--- src/rtl/next_pc_ctrl.sv ---
// Multi-cycle next-PC controller: sequences IF/ID/EXE/MEM/WB/HALT and computes
// the registered next-PC value with a one-cycle PC write pulse per retired instruction.
module next_pc_ctrl (
    input  logic        clk,
    input  logic        rst,
    input  logic [31:0] CurPC,
    input  logic        instr_valid,
    input  logic [2:0]  op_class,
    input  logic        br_ne,
    input  logic        zero,
    input  logic        mem_op,
    input  logic        wb_en,
    input  logic [15:0] imm16,
    input  logic [25:0] jaddr,
    input  logic [31:0] rs_data,
    output logic [31:0] NextPC,
    output logic        PCWre,
    output logic        IRWre,
    output logic [2:0]  stage,
    output logic        halted
);

    localparam int unsigned PC_W = 32;

    typedef enum logic [2:0] {
        S_IF   = 3'd0,
        S_ID   = 3'd1,
        S_EXE  = 3'd2,
        S_MEM  = 3'd3,
        S_WB   = 3'd4,
        S_HALT = 3'd5
    } state_e;

    localparam logic [2:0] OP_BRANCH = 3'd1;
    localparam logic [2:0] OP_JUMP   = 3'd2;
    localparam logic [2:0] OP_JR     = 3'd3;
    localparam logic [2:0] OP_HALT   = 3'd4;

    state_e           state_q, state_d;
    logic [PC_W-1:0]  next_pc_q, next_pc_d;
    logic [PC_W-1:0]  pc4_q, pc4_d;
    logic             pcwre_q, pcwre_d;
    logic             fetch;
    logic             taken;
    logic [PC_W-1:0]  br_target;
    logic [PC_W-1:0]  j_target;

    // Fetch is blocked during reset and during the PC write cycle
    assign fetch     = rst && (state_q == S_IF) && instr_valid && !pcwre_q;
    assign br_target = pc4_q + {{14{imm16[15]}}, imm16, 2'b00};
    assign j_target  = {pc4_q[31:28], jaddr, 2'b00};

    always_comb begin
        state_d   = state_q;
        next_pc_d = next_pc_q;
        pc4_d     = pc4_q;
        pcwre_d   = 1'b0;
        taken     = zero ^ br_ne;
        case (state_q)
            S_IF: begin
                if (fetch) begin
                    pc4_d   = CurPC + PC_W'(4);
                    state_d = S_ID;
                end
            end
            S_ID: begin
                case (op_class)
                    OP_JUMP: begin
                        next_pc_d = j_target;
                        pcwre_d   = 1'b1;
                        state_d   = S_IF;
                    end
                    OP_JR: begin
                        next_pc_d = rs_data;
                        pcwre_d   = 1'b1;
                        state_d   = S_IF;
                    end
                    OP_HALT: state_d = S_HALT;
                    default: state_d = S_EXE;
                endcase
            end
            S_EXE: begin
                if (op_class == OP_BRANCH) begin
                    next_pc_d = taken ? br_target : pc4_q;
                    pcwre_d   = 1'b1;
                    state_d   = S_IF;
                end else if (mem_op) begin
                    state_d = S_MEM;
                end else if (wb_en) begin
                    state_d = S_WB;
                end else begin
                    next_pc_d = pc4_q;
                    pcwre_d   = 1'b1;
                    state_d   = S_IF;
                end
            end
            S_MEM: begin
                if (wb_en) begin
                    state_d = S_WB;
                end else begin
                    next_pc_d = pc4_q;
                    pcwre_d   = 1'b1;
                    state_d   = S_IF;
                end
            end
            S_WB: begin
                next_pc_d = pc4_q;
                pcwre_d   = 1'b1;
                state_d   = S_IF;
            end
            S_HALT: state_d = S_HALT;
            default: state_d = S_IF;
        endcase
    end

    // Synchronous active-low reset discards any in-flight instruction
    always_ff @(posedge clk) begin
        if (!rst) begin
            state_q   <= S_IF;
            next_pc_q <= '0;
            pc4_q     <= '0;
            pcwre_q   <= 1'b0;
        end else begin
            state_q   <= state_d;
            next_pc_q <= next_pc_d;
            pc4_q     <= pc4_d;
            pcwre_q   <= pcwre_d;
        end
    end

    assign NextPC = next_pc_q;
    assign PCWre  = pcwre_q;
    assign IRWre  = fetch;
    assign stage  = state_q;
    assign halted = (state_q == S_HALT);

endmodule

--- config.mk ---
export PLATFORM = sky130hd
export DESIGN_NAME = next_pc_ctrl
export DESIGN_NICKNAME = d
export VERILOG_FILES = /design/src/rtl/next_pc_ctrl.sv
export SDC_FILE = /design/constraint.sdc
export NUM_CORES = 1
export LEC_CHECK = 0
export CAP_MARGIN = 20
export CORE_MARGIN = 3
export CORE_UTILIZATION = 50
export DETAILED_ROUTE_END_ITERATION = 10
export PLACE_DENSITY_LB_ADDON = 0.05
export SKIP_LAST_GASP = 1
export SLEW_MARGIN = 25
export SYNTH_ARGS = -nofsm -noshare
export SYNTH_HDL_FRONTEND = slang
export SYNTH_SLANG_ARGS = --single-unit
--- constraint.sdc ---
create_clock -name clk -period 3.1 [get_ports clk]
set_input_delay 0.62 -clock clk [delete_from_list [all_inputs] [get_ports clk]]
set_output_delay 0.62 -clock clk [all_outputs]
set_load 0.01 [all_outputs]
* After elaboration in Yosys (flattened, before gate mapping)
Cells that the tools add are included.
** Operators by class
- Add/sub/neg operators :: 2
- Equality and inequality tests :: 12
- Multiplexer cells :: 17
- Bitwise logic cells :: 1
- Reduce and logical (&&, ||, !) cells :: 9
** Operator list (count)
- 2-to-1 mux 32 bit :: 4
- one-hot mux 32 bit (4 select lines) :: 1
- one-hot mux 32 bit (2 select lines) :: 1
- adder 32 x 3 -> 32 bit, second input constant :: 1
- adder 32 bit :: 1
- one-hot mux 3 bit (5 select lines) :: 1
- == test 3 x 2 -> 1 bit, second input constant :: 4
- 2-to-1 mux 3 bit :: 4
- == test 3 bit, second input constant :: 3
- == test 3 x 1 -> 1 bit, second input constant :: 2
- inequality test 3 bit, second input constant :: 2
- one-hot mux 3 bit (2 select lines) :: 1
- 2-to-1 mux 1 bit :: 4
- one-hot mux 1 bit (4 select lines) :: 1
- nonzero test 4 bit :: 1
- logical AND 1 bit :: 3
- logical NOT 3 bit :: 1
- AND reduction 3 bit :: 1
- inequality test 2 bit, second input constant :: 1
- AND reduction 2 bit :: 1
- OR reduction 2 bit :: 1
- logical NOT 1 bit :: 1
- bitwise XOR 1 bit :: 1
** Storage, ports and cells
- Flip-flop bits (word level) :: 68
- Input port bits :: 116
- Output and inout bits :: 38
- Logic and storage cells :: 45

* Logic depth before layout (Yosys ltp)
- Word-level depth :: 6
- Gate-level depth with buffers :: 11

* Worst setup path before layout
OpenSTA, ideal clock, no wires.
- Kind :: input to register
- From :: in imm16[8]
- To :: reg next_pc_q[31], in the netlist NextPC[31]
- Library setup time :: 0.115 ns
- Arrival time :: 2.710 ns
- Path slack :: 0.274 ns
- Stages :: 8
- Cells stage by stage :: ha_1 > clkbuf_2 > nand4_1 > or4_4 > a31oi_1 > a21oi_1 > or4_1 > and3_1
** On the way
- Longest elaborated chain between the ends :: 4
** RTL lines
- start: declaration :: line 13 : input logic [15:0] imm16,
- adder 32 bit :: line 50 : assign br_target = pc4_q + {{14{imm16[15]}}, imm16, 2'b00};
- 2-to-1 mux 32 bit :: line 84 : next_pc_d = taken ? br_target : pc4_q;
- 2-to-1 mux 32 bit :: line 83 : if (op_class == OP_BRANCH) begin
- one-hot mux 32 bit (4 select lines) :: line 59 : case (state_q)
- end signal: assignment :: line 125 : next_pc_q <= next_pc_d;
- end: declaration :: line 40 : logic [PC_W-1:0] next_pc_q, next_pc_d;
Every way passes these cells.
A chain may end at the register's enable or synchronous reset.

* Worst setup path after layout
- From :: in imm16[0]
- To :: reg next_pc_q[31], in the netlist NextPC[31]
Same word-level chain as after synthesis.

==> key figures <==
Status
  • Status: complete, no violations

Worst setup path
  • Critical path launch point type: primary input
  • R2R Setup Slk: between 0.3 and 0.4 ns
  • Crit path from: imm16[0]
  • Worst setup EP type: register
  • Worst path required time: ~3.3 ns
  • Critical path peak fanout: 4
  • Critical path class: primary input to register
  • Worst Path Arrival: 3.29 ns
  • Cells on worst reg2reg path: 9
  • Worst r2r src: pc4_q[2]
  • Reg-to-reg critical path endpoint: NextPC[31]

Pwr
  • Sequential share of power: 31.7%
  • Sw Pwr: ~1.2 mW
  • Internal Dissipation: 2.23 mW
  • Cell leakage power: 3.72 nW
  • Comb power frac: 39.2%
  • Total power: about 3.4 mW
  • Clock share of power: slightly below 30%
  • Worst vdd ir: 0.320 mV
  • Pwr/cell area: just over 400 nW/um^2
  • Sw Ratio: 35.2%

STA
  • TNS Setup: 0 ns
  • Slew Limit Headroom: 40.0%
  • Highest clock rate: 328 MHz
  • Hold WS: about 0.52 ns
  • Slew Viols, Final: 0
  • Tcrit/Tclk final: a little over nine tenths
  • Number of hold violations in the final report: 0
  • Final WS setup: between 0.04 and 0.05 ns
  • Final setup violation count: 0
  • Fin crit period: 3.05 ns
  • Worst Tran Pin Value: 0.896 ns
  • Clock Skew: 0.00572 ns

Clocking
  • Clk Latency, worst-skew pair: between 0.3 and 0.4 ns
  • Clk root buf: clkbuf_16
  • H-tree Lvls: 3
  • Post-CTS Hold Fix Bufs: 0
  • CTS Buf Count: 9
  • Clock-pin slew on the worst setup and hold paths: roughly 0.060 ns
  • Clk sinks: ~70
  • CTS tree: built
  • Clock buffer depth: 2

Placed design
  • Hpwl dp: about 17,000 um
  • GP Congestion: roughly 1
  • Port Buffer Count: 153
  • DP Worst Slack: -0.312 ns

Routing
  • DRT iter0 DRCs: 906
  • DR vias/cell: ~6.3
  • Vias post-DR: approximately 7,400
  • Drt first pass iters: 5
  • Routed WL: about 23,000 um
  • DR DRC count: 0
  • WL/cell: about 19 um
  • Antenna-violating nets left: 0

Die
  • Die Y: ~110 um
  • Row count: 38
  • Ports: approximately 150
  • Die width: about 110 um
  • Die area: around 13,000 sq um
  • CORE AREA: approximately 11,000 sq um
  • Initial Util: a little over half

Global route
  • Initial antenna violation count: 0
  • First-pass GRT wire length: between 30,000 and 40,000 um
  • Gr ovfl total: 0
  • Vias in the first global route: roughly 7,000
  • Pin count of the biggest net entering global routing: slightly below 70
  • All-layer global routing usage: 33.9%

Logic synthesis
  • Avg Cell Area, Syn: between 7 and 8 sq um
  • Top-count cell post-synth: nand2_1
  • Syn Std Cell Area: ~5900 sq um
  • Post-synthesis sequential area ratio: a little under a quarter
  • Top cells by area, synth: dfxtp_1 (23%), nand2_1 (8.6%), ha_1 (6.4%), o21ai_0 (6.3%), a21oi_1 (5.9%)
  • Netlist cell types: 66
  • Fraction of registers with async set/reset: 0%
  • Yosys top cell area share: 23.1%
  • Synthesized instance count: 798
  • Top_reg_cell synth: dfxtp_1
  • Top cells by count, synth: nand2_1 (134), o21ai_0 (74), a21oi_1 (69)
  • EDFF count, synth: 0
  • Yosys warns: 0
  • Yosys reg bits: between 60 and 70
  • Syn nets: around 950
  • Synth area leader: dfxtp_1

Hold path
  • Hold Path Class: register to register
  • Hold_sp: pc4_q[9]
  • WHS Path Cells: 2
  • Hold EP: NextPC[9]

Final layout
  • ANT cells: 0
  • Area of the multi-input gates: about 4300 sq um
  • Final #Nets: between 1,000 and 1,500
  • Synth-to-Final Area Change: 45.4%
  • Share of layout cells above drive strength 1: 15.4%
  • Register cell area after layout: between 1000 and 1500 sq um
  • Filler Cells Inserted: 824

Flow run
  • Max Cap Viol: 0
## critical path: stages
cell             delay, ns
clkdlybuf4s50_1       0.46
ha_2                  0.20
buf_4                 0.12
a211oi_1              0.08
o21a_1                0.22
or4_4                 0.53
a31oi_2               0.20
a21oi_1               0.17
or4_1                 0.49
and3_1                0.20
## power groups by stage
stage / combinational [mW] / sequential (mW) / clock (mW)
global route: 1.46 / 1.10 / 1.04
floorplan: 0.662 / 1.09 / 0
global placement: 1.27 / 1.10 / 0
finish: 1.35 / 1.09 / 1.00
CTS: 1.31 / 1.09 / 1.01
detailed placement: 1.30 / 1.10 / 0
## kinds of logic (layout without fill, tap and decap cells)
| kind of cell | after synthesis | in the layout | synth area share, % |
|---|---|---|---|
| simple gates | 285 | 285 | 22.7 |
| fa+ha+maj | 31 | 31 | 6.72 |
| compound gates | 300 | 300 | 35.4 |
| mux | 9 | 9 | 1.55 |
| xor+xnor | 42 | 42 | 6.26 |
| flops | 68 | 68 | 23.1 |
| buf+inv | 63 | 292 | 4.15 |
## state kept, by name (all words and copies together) (netlist names)
| register | flops |
|---|---|
| NextPC | 32 |
| pc4_q | 32 |
| stage | 3 |
| PCWre | 1 |
## layer usage
layer  track usage [%]  routed length [um]  vias to the layer above  share of wire (%)
met5                 0                   0                        -                  0
li1                  -                   -                     3438                  -
met4              13.9                 671                        0                3.0
met1              44.1                9350                     3468                 41
met2              55.0               10400                      442                 46
met3              6.18                2340                       58                 10
## metrics by stage
stage,cells,cell area (sq um),utilization [%]
5_1_grt,1167,8550,76.5
6_report,1167,8550,76.5
2_1_floorplan,798,5880,-
3_3_place_gp,1147,8170,73.1
3_5_place_dp,1147,8170,73.1
4_1_cts,1163,8460,75.7
## final cells by class
type / count / area share (%)
tap: 140 / 2.05
inverter: 16 / 0.702
timing repair buffer: 260 / 27.3
sequential: 68 / 15.9
clock buffer: 11 / 2.96
multi-input combinational: 667 / 50.7
clock inverter: 5 / 0.424
## placed cells by master, fill, tap and decap left out, types with 4 or more instances in the layout
master           count
a211oi_1             5
a21o_1              16
a21oi_1             65
a221o_1              8
a221oi_1            15
a31oi_1             17
and2_1               6
and3_1              10
buf_4              107
clkbuf_16            9
clkdlybuf4s50_1    152
dfxtp_1             68
ha_1                29
inv_1               16
mux2i_1              8
nand2_1            134
nand2b_1             7
nand3_1             19
nand4_1             11
nor2_1              49
nor2b_1              9
nor3_1               5
o211a_1             29
o211ai_1             8
o21a_1               4
o21ai_0             73
o221a_2              8
o221ai_1            12
or3_1               11
xnor2_1             18
xor2_1              24
## worst max path at each step
stage                      end  depth (start not counted)  slack (ns)
finish              NextPC[31]                         10        0.05
detailed placement  NextPC[31]                         10       -0.31
global route        NextPC[30]                         14       -0.02
floorplan           NextPC[31]                          8        0.27
global placement    NextPC[30]                         14       -0.25
CTS                 NextPC[31]                         10        0.03
## timing repair
| item | in CTS | in global routing |
|---|---|---|
| resized for setup | 0 | 13 |
| endpoints found under the setup margin | 0 | 9 |
| buffers inserted | 0 | 4 |
No activity file was read; power rests on OpenSTA's default activity.
==> edit 1: new RTL, same flow settings <==
Register the outputs `IRWre` and `halted`; this adds one clock of latency there. The other outputs are not delayed to match.
--- a/src/rtl/next_pc_ctrl.sv
+++ b/src/rtl/next_pc_ctrl.sv
@@ -131,7 +131,9 @@
     assign NextPC = next_pc_q;
     assign PCWre  = pcwre_q;
-    assign IRWre  = fetch;
     assign stage  = state_q;
-    assign halted = (state_q == S_HALT);
+    always_ff @(posedge clk) begin
+        IRWre  <= fetch;
+        halted <= (state_q == S_HALT);
+    end
 
 endmodule
Function: changed (Yosys sat finds a counterexample within 4 cycles, from zero or initial values and one cycle with rst low).
==> edit 1 against the original RTL <==
Maximum frequency grew 0.44%. Die area is 0.64% higher. Area after synthesis grew 0.68%. Wire length decreased by 2.1%. Total power rose by 1.8%. Sequential share of layout area increased by 0.61 points. Setup slack improved by 0.013 ns. Sequential cell count is 2 higher. Critical path depth increased by 3. Design area decreased by 0.86%. First-iteration DRC count decreased by 29%. Critical endpoint is now NextPC[30]$_SDFFE_PN0P_. Highest routed layer unchanged.
==> edit 1: results (changes against the original RTL) <==
stage;metric;value;unit;change
status;status;completed;;unchanged
critical_path;reg2reg start;pc4_q[3]$_SDFFE_PN0P_;;was pc4_q[2]$_SDFFE_PN0P_
timing;actual slew at the worst max-slew pin;0.7208;ns;was 0.8963 ns
placement;gpl congestion;0.9278;;was 0.9826
grt;GRT met1 Usage;42.50;%;was 44.15%
synthesis;syn_nets;947;;was 945
cells_and_area;layout net count;1155;;was 1169
critical_path;Reg2Reg Depth;10;;was 9
grt;met2 usage;54.48;%;was 54.99%
synthesis;Area contributors post-synth;dfxtp_1 (24%), nand2_1 (8.5%), ha_1 (6.3%), o21ai_0 (6.3%), a21oi_1 (5.8%);;was dfxtp_1 (23%), nand2_1 (8.6%), ha_1 (6.4%), o21ai_0 (6.3%), a21oi_1 (5.9%)
critical_path;top cell family by delay on the critical path;compound AO/OA/AOI/OAI gates;;was simple AND/OR/NAND/NOR gates
timing;clock skew;0.005833;ns;was 0.005723 ns
cells_and_area;Filler Cell Count;908;;was 824
placement;Detailed Place HPWL;17680;µm;was 17470 µm
drt;Vias;7263;;was 7406
cells_and_area;fraction of layout cells with a size suffix above 1;13.43;%;was 15.38%
synthesis;synth cell count leaders;nand2_1 (134), o21ai_0 (74), dfxtp_1 (70);;was nand2_1 (134), o21ai_0 (74), a21oi_1 (69)
critical_path;CP endpoint;NextPC[30]$_SDFFE_PN0P_;;was NextPC[31]$_SDFFE_PN0P_
grt;global routing usage on met3;8.105;%;was 6.184%
synthesis;YS warnings;0;;unchanged
synthesis;sequential area share after synthesis;23.67;%;was 23.15%
grt;GRT Total Usage;33.28;%;was 33.85%
min_path;Worst Hold Depth;2;;unchanged
critical_path;register-to-register setup slack;0.41;ns;was 0.35 ns
grt;vias in the first global route;6930;;was 7073
placement;Post-DP Area;8152;µm²;was 8173 µm²
drt;DR iter-0 viols;641;;was 906
critical_path;CP max FO;4;;unchanged
grt;first-pass GRT wire length;34850;µm;was 35250 µm
drt;drt first pass iters;6;;was 5
critical_path;crit-path max cell delay;0.44;ns;was 0.53 ns
critical_path;reg2reg end;NextPC[25]$_SDFFE_PN0P_;;was NextPC[31]$_SDFFE_PN0P_
pwr;Leak Pwr;3.672;nW;was 3.719 nW
drt;final WL;22260;µm;was 22740 µm
critical_path;critical path's slowest cell;o41ai_2;;was or4_4
==> edit 1: cell count changes in the layout (fill, tap and decap cells not counted), moves of 2 or more <==
| cell | delta |
|---|---|
| clkbuf_8 | -2 |
| dfxtp_1 | +2 |
| buf_4 | -18 |
| buf_12 | +2 |
| clkinvlp_4 | -2 |
==> edit 1: final cells by class <==
cell class / count / share of cell area (%)
Tap cell: 143 / 2.111
Clock inverter: 7 / 0.8710
Inverter: 16 / 0.7086
Timing Repair Buffer: 244 / 26.37
Sequential cell: 70 / 16.53
Multi-Input combinational cell: 667 / 50.75
Clock buffer: 9 / 2.657
==> edit 1: report_power, final <==
part | internal (mW) | switching (mW)
sequential | 0.999 | 0.130
clock | 0.626 | 0.427
combinational | 0.662 | 0.667
total | 2.29 | 1.22
==> edit 1: repair_timing <==
| item | in CTS | in global routing |
|---|---|---|
| pin swaps | 0 | 3 |
| gates cloned | 0 | 0 |
| resized for setup | 1 | 4 |
| endpoints found under the setup margin | 2 | 7 |
==> edit 1: metrics by stage <==
stage / setup WS (ns) / instances / utilization [%]
after floorplan: 0.2744 / 800 / -
after global placement: -0.5196 / 1140 / 70.78
after detailed placement: -0.5325 / 1140 / 70.78
after CTS: 0.02335 / 1156 / 73.45
after global routing: -0.01817 / 1156 / 73.60
final: 0.06165 / 1156 / 73.60
==> edit 1: cells by family (layout without fill, tap and decap cells) <==
group	count (synthesis)	after routing	share of synthesized area, %
buffers and inverters	63	276	4.121
and+or+nand+nor	285	285	22.57
xor gates and xnor gates	42	42	6.213
adders and majority gates	31	31	6.678
muxes	9	9	1.543
AOI/OAI and AO/OA	300	300	35.21
DFF	70	70	23.67
==> edit 1: per-layer routing <==
layer	share of wire (%)	up-vias
met5	0	-
met4	3.2	0
met3	9.8	61
met2	45	400
met1	42	3387
li1	-	3415
==> edit 2: new RTL, same settings <==
Without the edit above. Take the reset off `pc4_q` and load it in a clocked block of its own.
--- a/src/rtl/next_pc_ctrl.sv
+++ b/src/rtl/next_pc_ctrl.sv
@@ -119,12 +119,14 @@
             state_q   <= S_IF;
             next_pc_q <= '0;
-            pc4_q     <= '0;
             pcwre_q   <= 1'b0;
         end else begin
             state_q   <= state_d;
             next_pc_q <= next_pc_d;
-            pc4_q     <= pc4_d;
             pcwre_q   <= pcwre_d;
         end
+    end
+
+    always_ff @(posedge clk) begin
+        pc4_q <= pc4_d;
     end
 
Function: same outputs for any inputs over 10 cycles, from zero or initial values and one cycle with rst low; that may be too few to reach the edited logic, so the function may still have changed.
==> edit 2 against the original RTL <==
Total power fell by 6.2%. Non-clock buffer count shrank 22. Via count fell by 6.4%. Wire length fell by 0.89%. Critical path type unchanged. Setup slack lost 0.015 ns. Sequential share of layout area grew 3.8 points. Cell count fell by 4.5%. Largest power group unchanged. Design area decreased by 0.40%. Sequential cell count stayed put. Combinational power shrank 18%. Global-route usage shrank 0.053 points. Area after synthesis is 0.77% higher. Clock power up 4%. Largest cell class unchanged.
==> edit 2: results (changes against the original RTL) <==
stage;metric;value;unit;change
timing;actual slew at the worst max-slew pin;0.6803;ns;was 0.8963 ns
cells_and_area;fraction of layout cells with a size suffix above 1;12.96;%;was 15.38%
drt;met3 WL post-DR;1872;µm;was 2335 µm
grt;met2 usage;57.06;%;was 54.99%
timing;min setup slack post-route;0.03289;ns;was 0.04818 ns
critical_path;reg2reg start;pc4_q[10]$_DFFE_PP_;;was pc4_q[2]$_SDFFE_PN0P_
critical_path;reg2reg end;NextPC[25]$_SDFFE_PN0P_;;was NextPC[31]$_SDFFE_PN0P_
status;status;completed;;unchanged
timing;clock skew;0.006428;ns;was 0.005723 ns
critical_path;register-to-register setup slack;0.17;ns;was 0.35 ns
synthesis;XOR/XNOR Fraction of Synth Area;7.538;%;was 6.255%
drt;final WL;22540;µm;was 22740 µm
placement;Post-DP Area;8110;µm²;was 8173 µm²
drt;WL met1;9274;µm;was 9347 µm
synthesis;Post-Synthesis Cells;760;;was 798
synthesis;synth cell count leaders;nand2_1 (121), a21oi_1 (77), nor2_1 (55);;was nand2_1 (134), o21ai_0 (74), a21oi_1 (69)
synthesis;Adder-Cell Fraction of Synth Area;6.672;%;was 6.723%
synthesis;Area contributors post-synth;edfxtp_1 (16%), dfxtp_1 (12%), nand2_1 (7.7%), a21oi_1 (6.5%), ha_1 (6.3%);;was dfxtp_1 (23%), nand2_1 (8.6%), ha_1 (6.4%), o21ai_0 (6.3%), a21oi_1 (5.9%)
critical_path;Worst EP arrival;3.28;ns;was 3.29 ns
synthesis;sequential area share after synthesis;28.38;%;was 23.15%
pwr;Pwr Total;3.233;mW;was 3.448 mW
pwr;combinational group power;1.11;mW;was 1.35 mW
grt;pin count of the biggest net entering global routing;38;;was 68
placement;Placed Cells;1097;;was 1147
grt;GRT Total Usage;33.80;%;was 33.85%
timing;Hold WS;0.4952;ns;was 0.5217 ns
placement;gpl congestion;0.9510;;was 0.9826
cells_and_area;Filler Cell Count;912;;was 824
critical_path;top cell family by delay on the critical path;compound AO/OA/AOI/OAI gates;;was simple AND/OR/NAND/NOR gates
synthesis;syn_nets;907;;was 945
synthesis;Netlist cell types;67;;was 66
drt;Vias;6929;;was 7406
critical_path;critical path's slowest cell;clkdlybuf4s50_1;;was or4_4
placement;Detailed Place HPWL;17200;µm;was 17470 µm
[edit 2: changes by cell type in the layout (fill, tap and decap cells not counted), moves of 8 or more]
| cell | change |
|---|---|
| a21oi_1 | +12 |
| a31oi_1 | -8 |
| buf_4 | -24 |
| dfxtp_1 | -32 |
| edfxtp_1 | +32 |
| mux2i_1 | +12 |
| nand2_1 | -13 |
| o211a_1 | -28 |
| o21ai_0 | -22 |
| o22ai_1 | +10 |
| xnor2_1 | +16 |
[edit 2: final cells by class]
type / count / area [µm²] / share of cell area [%]
clock buffers: 11 / 242.7 / 2.850
clock inverters: 5 / 51.30 / 0.6024
inverters: 17 / 63.81 / 0.7493
multi-input cells: 633 / 4116 / 48.34
flip-flops and latches: 68 / 1682 / 19.75
well taps: 143 / 178.9 / 2.101
repair buffers: 238 / 2181 / 25.61
[edit 2: repair_timing]
item                                    CTS  global route
resized for setup                         9            10
endpoints found under the hold margin     0             0
buffers inserted                          1             1
pin swaps                                 9             7
endpoints found under the setup margin    2            10
cloned                                    0             0
hold buffers                              0             0
